===== config.mk =====
export PLATFORM = sky130hd
export DESIGN_NAME = loadarch_injector
export DESIGN_NICKNAME = d
export VERILOG_FILES = /design/src/rtl/loadarch_injector.sv
export SDC_FILE = /design/constraint.sdc
export NUM_CORES = 2
export LEC_CHECK = 0
export ABC_AREA = 1
export ABC_CLOCK_PERIOD_IN_PS = 18320
export BUFFER_PORTS_ARGS = -buffer_cell sky130_fd_sc_hd__buf_4
export CORE_MARGIN = 3
export CORE_UTILIZATION = 35
export DETAILED_ROUTE_END_ITERATION = 12
export GPL_ROUTABILITY_DRIVEN = 1
export HOLD_SLACK_MARGIN = 0.02
export SYNTH_ARGS = -nofsm -noshare
export SYNTH_HDL_FRONTEND = slang
export SYNTH_SLANG_ARGS = --single-unit

===== constraint.sdc =====
create_clock -name clock -period 18.32 [get_ports clock]
set_clock_uncertainty 0.2 [all_clocks]
set_input_delay 1.832 -clock clock [delete_from_list [all_inputs] [get_ports clock]]
set_output_delay 1.832 -clock clock [all_outputs]
set_load 0.01 [all_outputs]

===== src/rtl/loadarch_injector.sv =====
// loadarch_injector
//   Loads an architectural register image and an optional PC from a host. It
//   then replays the image into the core as register writes. It holds the
//   core fetch PC forced until the core has left reset for HOLD cycles.
//
// Ports
//   clock, reset          sole clock; synchronous active-high reset
//   in_valid/in_ready     host image-word handshake (ready only while loading)
//   in_idx/in_data/in_last  target (0..NREGS-1 register, NREGS = PC), word, final flag
//   core_reset            observed core reset level
//   wr_valid/wr_ready     register write request to the core
//   wr_addr/wr_data       register index and value
//   pc_force/pc_value     fetch PC override
//   done                  injection and PC release complete
//   error                 sticky protocol error
module loadarch_injector #(
    parameter int             XLEN       = 64,
    parameter int             NREGS      = 32,
    parameter int             PCW        = 40,
    parameter logic [PCW-1:0] DEFAULT_PC = 40'h8000_0000,
    parameter int             HOLD       = 2,
    localparam int            IDXW       = $clog2(NREGS + 1),
    localparam int            AW         = $clog2(NREGS)
) (
    input  logic            clock,
    input  logic            reset,
    input  logic            in_valid,
    output logic            in_ready,
    input  logic [IDXW-1:0] in_idx,
    input  logic [XLEN-1:0] in_data,
    input  logic            in_last,
    input  logic            core_reset,
    output logic            wr_valid,
    input  logic            wr_ready,
    output logic [AW-1:0]   wr_addr,
    output logic [XLEN-1:0] wr_data,
    output logic            pc_force,
    output logic [PCW-1:0]  pc_value,
    output logic            done,
    output logic            error
);

    typedef enum logic [2:0] {
        S_LOAD,
        S_INJECT,
        S_WAIT_RST,
        S_HOLD_PC,
        S_DONE
    } state_t;

    state_t            state;
    logic [XLEN-1:0]   image [NREGS];
    logic [NREGS-1:0]  vbits;
    logic [AW-1:0]     ptr;
    logic [31:0]       hcnt;
    logic              seen_hi;
    logic              fell;
    logic              fell_now;
    logic              in_reg;
    logic              in_pc;

    // The flag counts as set in the same cycle the falling sample is taken.
    // WAIT_RST therefore reacts without an extra cycle of latency.
    assign fell_now = fell | (seen_hi & ~core_reset);

    assign in_reg = in_idx <  IDXW'(NREGS);
    assign in_pc  = in_idx == IDXW'(NREGS);

    // The write request is decoded only from registered state and pointer.
    // There is no input-to-output path, and the request stays stable while
    // it waits for wr_ready.
    assign wr_valid = (state == S_INJECT) && vbits[ptr];
    assign wr_addr  = ptr;
    assign wr_data  = image[ptr];

    // The image data needs no reset. Only its valid bits carry meaning.
    always_ff @(posedge clock) begin
        if (in_valid && in_ready && in_reg)
            image[in_idx[AW-1:0]] <= in_data;
    end

    always_ff @(posedge clock) begin
        if (reset) begin
            state    <= S_LOAD;
            vbits    <= '0;
            ptr      <= AW'(1);
            hcnt     <= '0;
            seen_hi  <= 1'b0;
            fell     <= 1'b0;
            in_ready <= 1'b1;
            pc_force <= 1'b1;
            // Reloading the default also serves as "no PC loaded".
            pc_value <= DEFAULT_PC;
            done     <= 1'b0;
            error    <= 1'b0;
        end else begin
            seen_hi <= seen_hi | core_reset;
            fell    <= fell_now;
            // If the core leaves reset before all registers are in place,
            // flag it. The sequence itself still completes.
            if (fell_now && (state == S_LOAD || state == S_INJECT))
                error <= 1'b1;

            case (state)
                S_LOAD: begin
                    if (in_valid) begin
                        if (in_reg)
                            vbits[in_idx[AW-1:0]] <= 1'b1;
                        else if (in_pc)
                            pc_value <= in_data[PCW-1:0];
                        else
                            error <= 1'b1;
                        if (in_last) begin
                            state    <= S_INJECT;
                            in_ready <= 1'b0;
                            ptr      <= AW'(1);
                        end
                    end
                end
                S_INJECT: begin
                    // Indices without a valid bit take one idle cycle each.
                    if (!vbits[ptr] || wr_ready) begin
                        if (ptr == AW'(NREGS - 1))
                            state <= S_WAIT_RST;
                        else
                            ptr <= ptr + AW'(1);
                    end
                end
                S_WAIT_RST: begin
                    if (fell_now) begin
                        if (HOLD == 0) begin
                            state    <= S_DONE;
                            pc_force <= 1'b0;
                            done     <= 1'b1;
                        end else begin
                            state <= S_HOLD_PC;
                            hcnt  <= '0;
                        end
                    end
                end
                S_HOLD_PC: begin
                    if (hcnt == 32'(HOLD - 1)) begin
                        state    <= S_DONE;
                        pc_force <= 1'b0;
                        done     <= 1'b1;
                    end else begin
                        hcnt <= hcnt + 32'd1;
                    end
                end
                S_DONE: ;
                default: state <= S_LOAD;
            endcase
        end
    end

endmodule


# --- Word level (Yosys, flattened, before mapping) ---
# Memories as Yosys holds them, arrays and structs flattened. A register that Yosys moved wholly into a read port is not among the register bits.
# Cells that the tools add are included.
classes:
  addsub: 2
  magnitude_cmp: 4
  eq_ne: 15
  n_mux: 28
  n_bitwise: 7
  reduce_logical: 18
op_table:
  columns: ["cell", "count"]
  rows:
  - ["32-bit 2-to-1 mux", 2]
  - ["32-bit case mux with 2 select lines", 1]
  - ["32-bit by 1-bit adder with 32-bit output, second input constant", 1]
  - ["32-bit by 1-bit == test with 1-bit output, second input constant", 1]
  - ["32-bit OR", 1]
  - ["5-bit 2-to-1 mux", 6]
  - ["3-bit 2-to-1 mux", 6]
  - ["3-bit case mux with 5 select lines", 1]
  - ["5-bit by 6-bit < comparator with 1-bit output, second input constant", 2]
  - ["2-bit inequality test, second input constant", 6]
  - ["5-bit case mux with 2 select lines", 1]
  - ["1-bit 2-to-1 mux", 9]
  - ["3-bit AND reduction", 3]
  - ["7-bit AND reduction", 1]
  - ["3-bit by 2-bit == test with 1-bit output, second input constant", 2]
  - ["6-bit == test, second input constant", 1]
  - ["6-bit < comparator, second input constant", 1]
  - ["5-bit by 1-bit adder with 5-bit output, second input constant", 1]
  - ["1-bit binary-select mux with 5-bit select", 1]
  - ["1-bit demux with 5-bit select", 1]
  - ["5-bit == test, second input constant", 1]
  - ["5-bit by 1-bit greater-or-equal comparator with 1-bit output, second input constant", 1]
  - ["1-bit logical AND", 5]
  - ["5-bit AND reduction", 1]
  - ["12 further kinds", 18]
word_totals:
  reg_bits: 118
  ram_bits: 2048
  inputBits: 76
  output_inout_bits: 114
  word_cells: 86
  mem_count: 1
memory_table:
  columns: ["memory", "words", "word_bits", "rd", "rd_clocked_by_memory_dff", "write_ports", "line_no", "text"]
  rows:
  - ["image", 32, 64, 1, 1, 1, "52", "logic [XLEN-1:0] image [NREGS];"]

# --- Depth between registers and ports, before layout ---
logic_depth:
  ltp_word: 9
  ltp_mapped: 14
  depth_no_buf: 13

# --- Worst setup path after synthesis ---
# No wires, ideal clock.
synth_timing:
  path_kind: "input -> register"
  start: "input in_idx[1]"
  end: "memory image[10][0], enable pin"
  setup_ns: 0.564
  arrival_ns: 6.783
  t_required_ns: 17.556
  path_slack_ns: 10.773
  path_stages: 5
  n_path_buf: 1
  path_cell_list: "inv_1 > nor2_1 > inv_1 > clkbuf_1 > nor3_1"
synth_via:
  elab_chain_cells: 4
synth_rtl:
  columns: ["element", "line_no", "text"]
  rows:
  - ["start, declared", "29", "input logic [IDXW-1:0] in_idx,"]
  - ["6-bit < comparator", "66", "assign in_reg = in_idx < IDXW'(NREGS);"]
  - ["1-bit logical AND", "78", "if (in_valid && in_ready && in_reg)"]
  - ["1-bit 2-to-1 mux", "78", null]
  - ["1-bit 2-to-1 mux (implied by the code)", "79", "image[in_idx[AW-1:0]] <= in_data;"]
  - ["end, declared", "52", null]
# Several ways; a longest one is shown, not always the timed one.

==> results.txt <==
Post-Synthesis Cells - 6742
Clock buffer depth - 3
Post-DR vias/cell - 5.57
R2R depth - 4
Fin crit period - 8.69 ns
Tot GR Track Use - 19.8%
Share of cells above drive strength 1 - 9.95%
# nets final - 6870
Setup TNS - 0 ns
Worst hold margin - 0.255 ns
I/O Buffers - 189
Skew-Pair Late Insertion Delay - 0.86 ns
Library cells used by synthesis - 43
Die area - 0.250 sq mm
ANT nets after route - 0
Max Slew Vio Count - 0
Routed WL - 253000 um
Synth Register Bits - 2171
CTS Hold Bufs - 0
Cell Pwr Density - 140 mW/mm^2
Outcome - completed
Data arrival, critical path - 6.65 ns
GP Congestion - 0.773
Period Utilization, post-route - 47.4%
Die Wd - 500 um
Leakage - 30.5 nW
Fmax - 0.115 GHz
DRC Markers - 0
Die height - 500 um
VDD IR-drop max - 0.0000988 V
Crit. End Element - primary output
Worst Setup Path Type - reg2out
Vias in the first global route - 54400
Final setup viols - 0
H-tree levels - 4
Post-CTS setup buffer count - 0
Num CTS Buffers - 220
Rel. slew slack - 18.4%
Root Driver - clkbuf_16
Final-report hold violation count - 0
CP Max Fanout - 99
Number of flops mapped to enable cells by yosys - 2048
Leading register cell type out of synthesis - edfxtp_1
Cell row count - 180
Total of max-cap violations - 0
Syn_area_per_cell - 12.7 sq um
Pre-Repair DR Iteration Count - 9
Total grt overflow - 0
Placed inst area - 0.0897 sq mm
Finished Core Util - 40.1%
First-pass GRT wire length - 369000 um
CTS sink cnt - 2171
CTS tree - built
DR iter-0 viols - 6831
Clk slew on worst S/H paths - 0.06 ns
WHS Path Cells - 2
Vias - 56700
Largest net degree at the start of global routing - 242
Initial antenna violation count - 20
# IOs - 190
Worst min path class - reg2reg
Slew of the pin with the lowest slew margin - 1.22 ns
Design area - 0.0968 sq mm
Yosys warning count - 0
Fillers - 22400
Synthesized cell area - 0.0854 sq mm
Starting density of the core - 35.3%
Placed wire-length estimate - 125000 um
Dpl cells - 9753
Non-filler cells, final - 10200
Sequential share of the synthesized area - 74.9%
Wire length per cell - 24.9 um
Startpoint types - flop
RSZ-0062 raised after global routing - no
Core footprint - 0.242 sq mm
Asr flop ratio synth - 0%
Synthesized Nets - 6822
R2R Setup Slk - 14.45 ns
CTS resizes - 0
Area delta synth->final - 13.4%
Critical Path RT - 16.29 ns
[Yosys cell counts (40+ instances only)]
cell type	n	area (sq um)
nand2_1	378	1420
o22ai_1	558	3490
o221ai_1	46	403
inv_1	60	225
o21ai_0	1177	5890
clkbuf_1	301	1130
nor2_1	1434	5380
nand3_1	134	671
nor3_1	48	240
buf_4	40	300
buf_2	118	591
a21oi_1	45	225
o21ai_1	99	495
edfxtp_1	2048	61500
dfxtp_1	123	2460
[power by group]
group	total, W	switching [W]	internal [W]
Clock	0.00440	0.00194	0.00246
Combinational	0.00363	0.00255	0.00108
Sequential	0.00557	0.000106	0.00546
Total	0.0136	0.00460	0.00900
[cell families after synthesis]
| family | after synthesis | synth area share (%) |
|---|---|---|
| buffers and inverters | 551 | 2.84 |
| DFF | 2171 | 74.9 |
| adders and majority gates | 4 | 0.0586 |
| AOI/OAI and AO/OA | 1959 | 12.6 |
| xor gates and xnor gates | 3 | 0.0308 |
| and+or+nand+nor | 2054 | 9.56 |
[stage by stage]
| stage | worst slack [ns] | total power (W) |
|---|---|---|
| floorplan | 10.77 | 0.00793 |
| global placement | 10.61 | 0.00927 |
| detailed placement | 10.53 | 0.00931 |
| CTS | 9.53 | 0.0137 |
| global route | 9.27 | 0.0143 |
| finish | 9.63 | 0.0136 |
[per-layer routing]
metal / share of wire, % / track usage (%) / vias up / wire (um)
met2: 47 / 31.8 / 2481 / 119000
met5: 0 / 0 / - / 0
li1: - / - / 25100 / -
met1: 42 / 27.7 / 28800 / 108000
met3: 8.1 / 3.08 / 404 / 20500
met4: 2.6 / 5.79 / 0 / 6680
[critical path: stages, from the launching register on]
cell     delay [ns]
dfxtp_4        0.86
buf_4          0.79
buf_4          0.81
buf_4          0.90
buf_4          0.78
o21ai_0        0.20
o22ai_1        0.21
nor2_1         0.06
o22ai_1        0.30
nand2_1        0.10
nand2_1        0.34
buf_4          0.20
[final cells by class]
type / instances / area, sq um / area share [%]
flip-flops and latches: 2171 / 64000 / 66.1
clock inverters: 143 / 1310 / 1.36
multi-input cells: 4020 / 19100 / 19.8
well taps: 3185 / 3990 / 4.12
diodes: 11 / 27.5 / 0.0284
repair buffers: 304 / 2310 / 2.38
clock buffers: 264 / 5730 / 5.92
inverters: 73 / 313 / 0.323
[cell usage in the layout, fill, tap and decap left out, types with 53 or more instances in the layout]
cell,count
clkinv_1,53
nor2_1,1433
clkbuf_16,222
edfxtp_1,2048
nand3_1,133
inv_1,58
o22ai_1,558
o21ai_1,99
dfxtp_1,118
o21ai_0,1177
nand2_1,378
buf_4,302
[state kept, by name, summed over array words and instances, names as in the netlist, 3 cells and up, named ones only]
signal	cells
image	2048
pc_value	40
hcnt	32
vbits	32
wr_addr	5
state	3
[final timing paths]
path,endpoint,startpoint
worst min register to register,pc_force,pc_force
worst min-delay path,pc_force,pc_force
worst max register to register,image[27][58],in_ready
worst max-delay path,wr_data[1],flop
(Power assumes the default switching activity.)
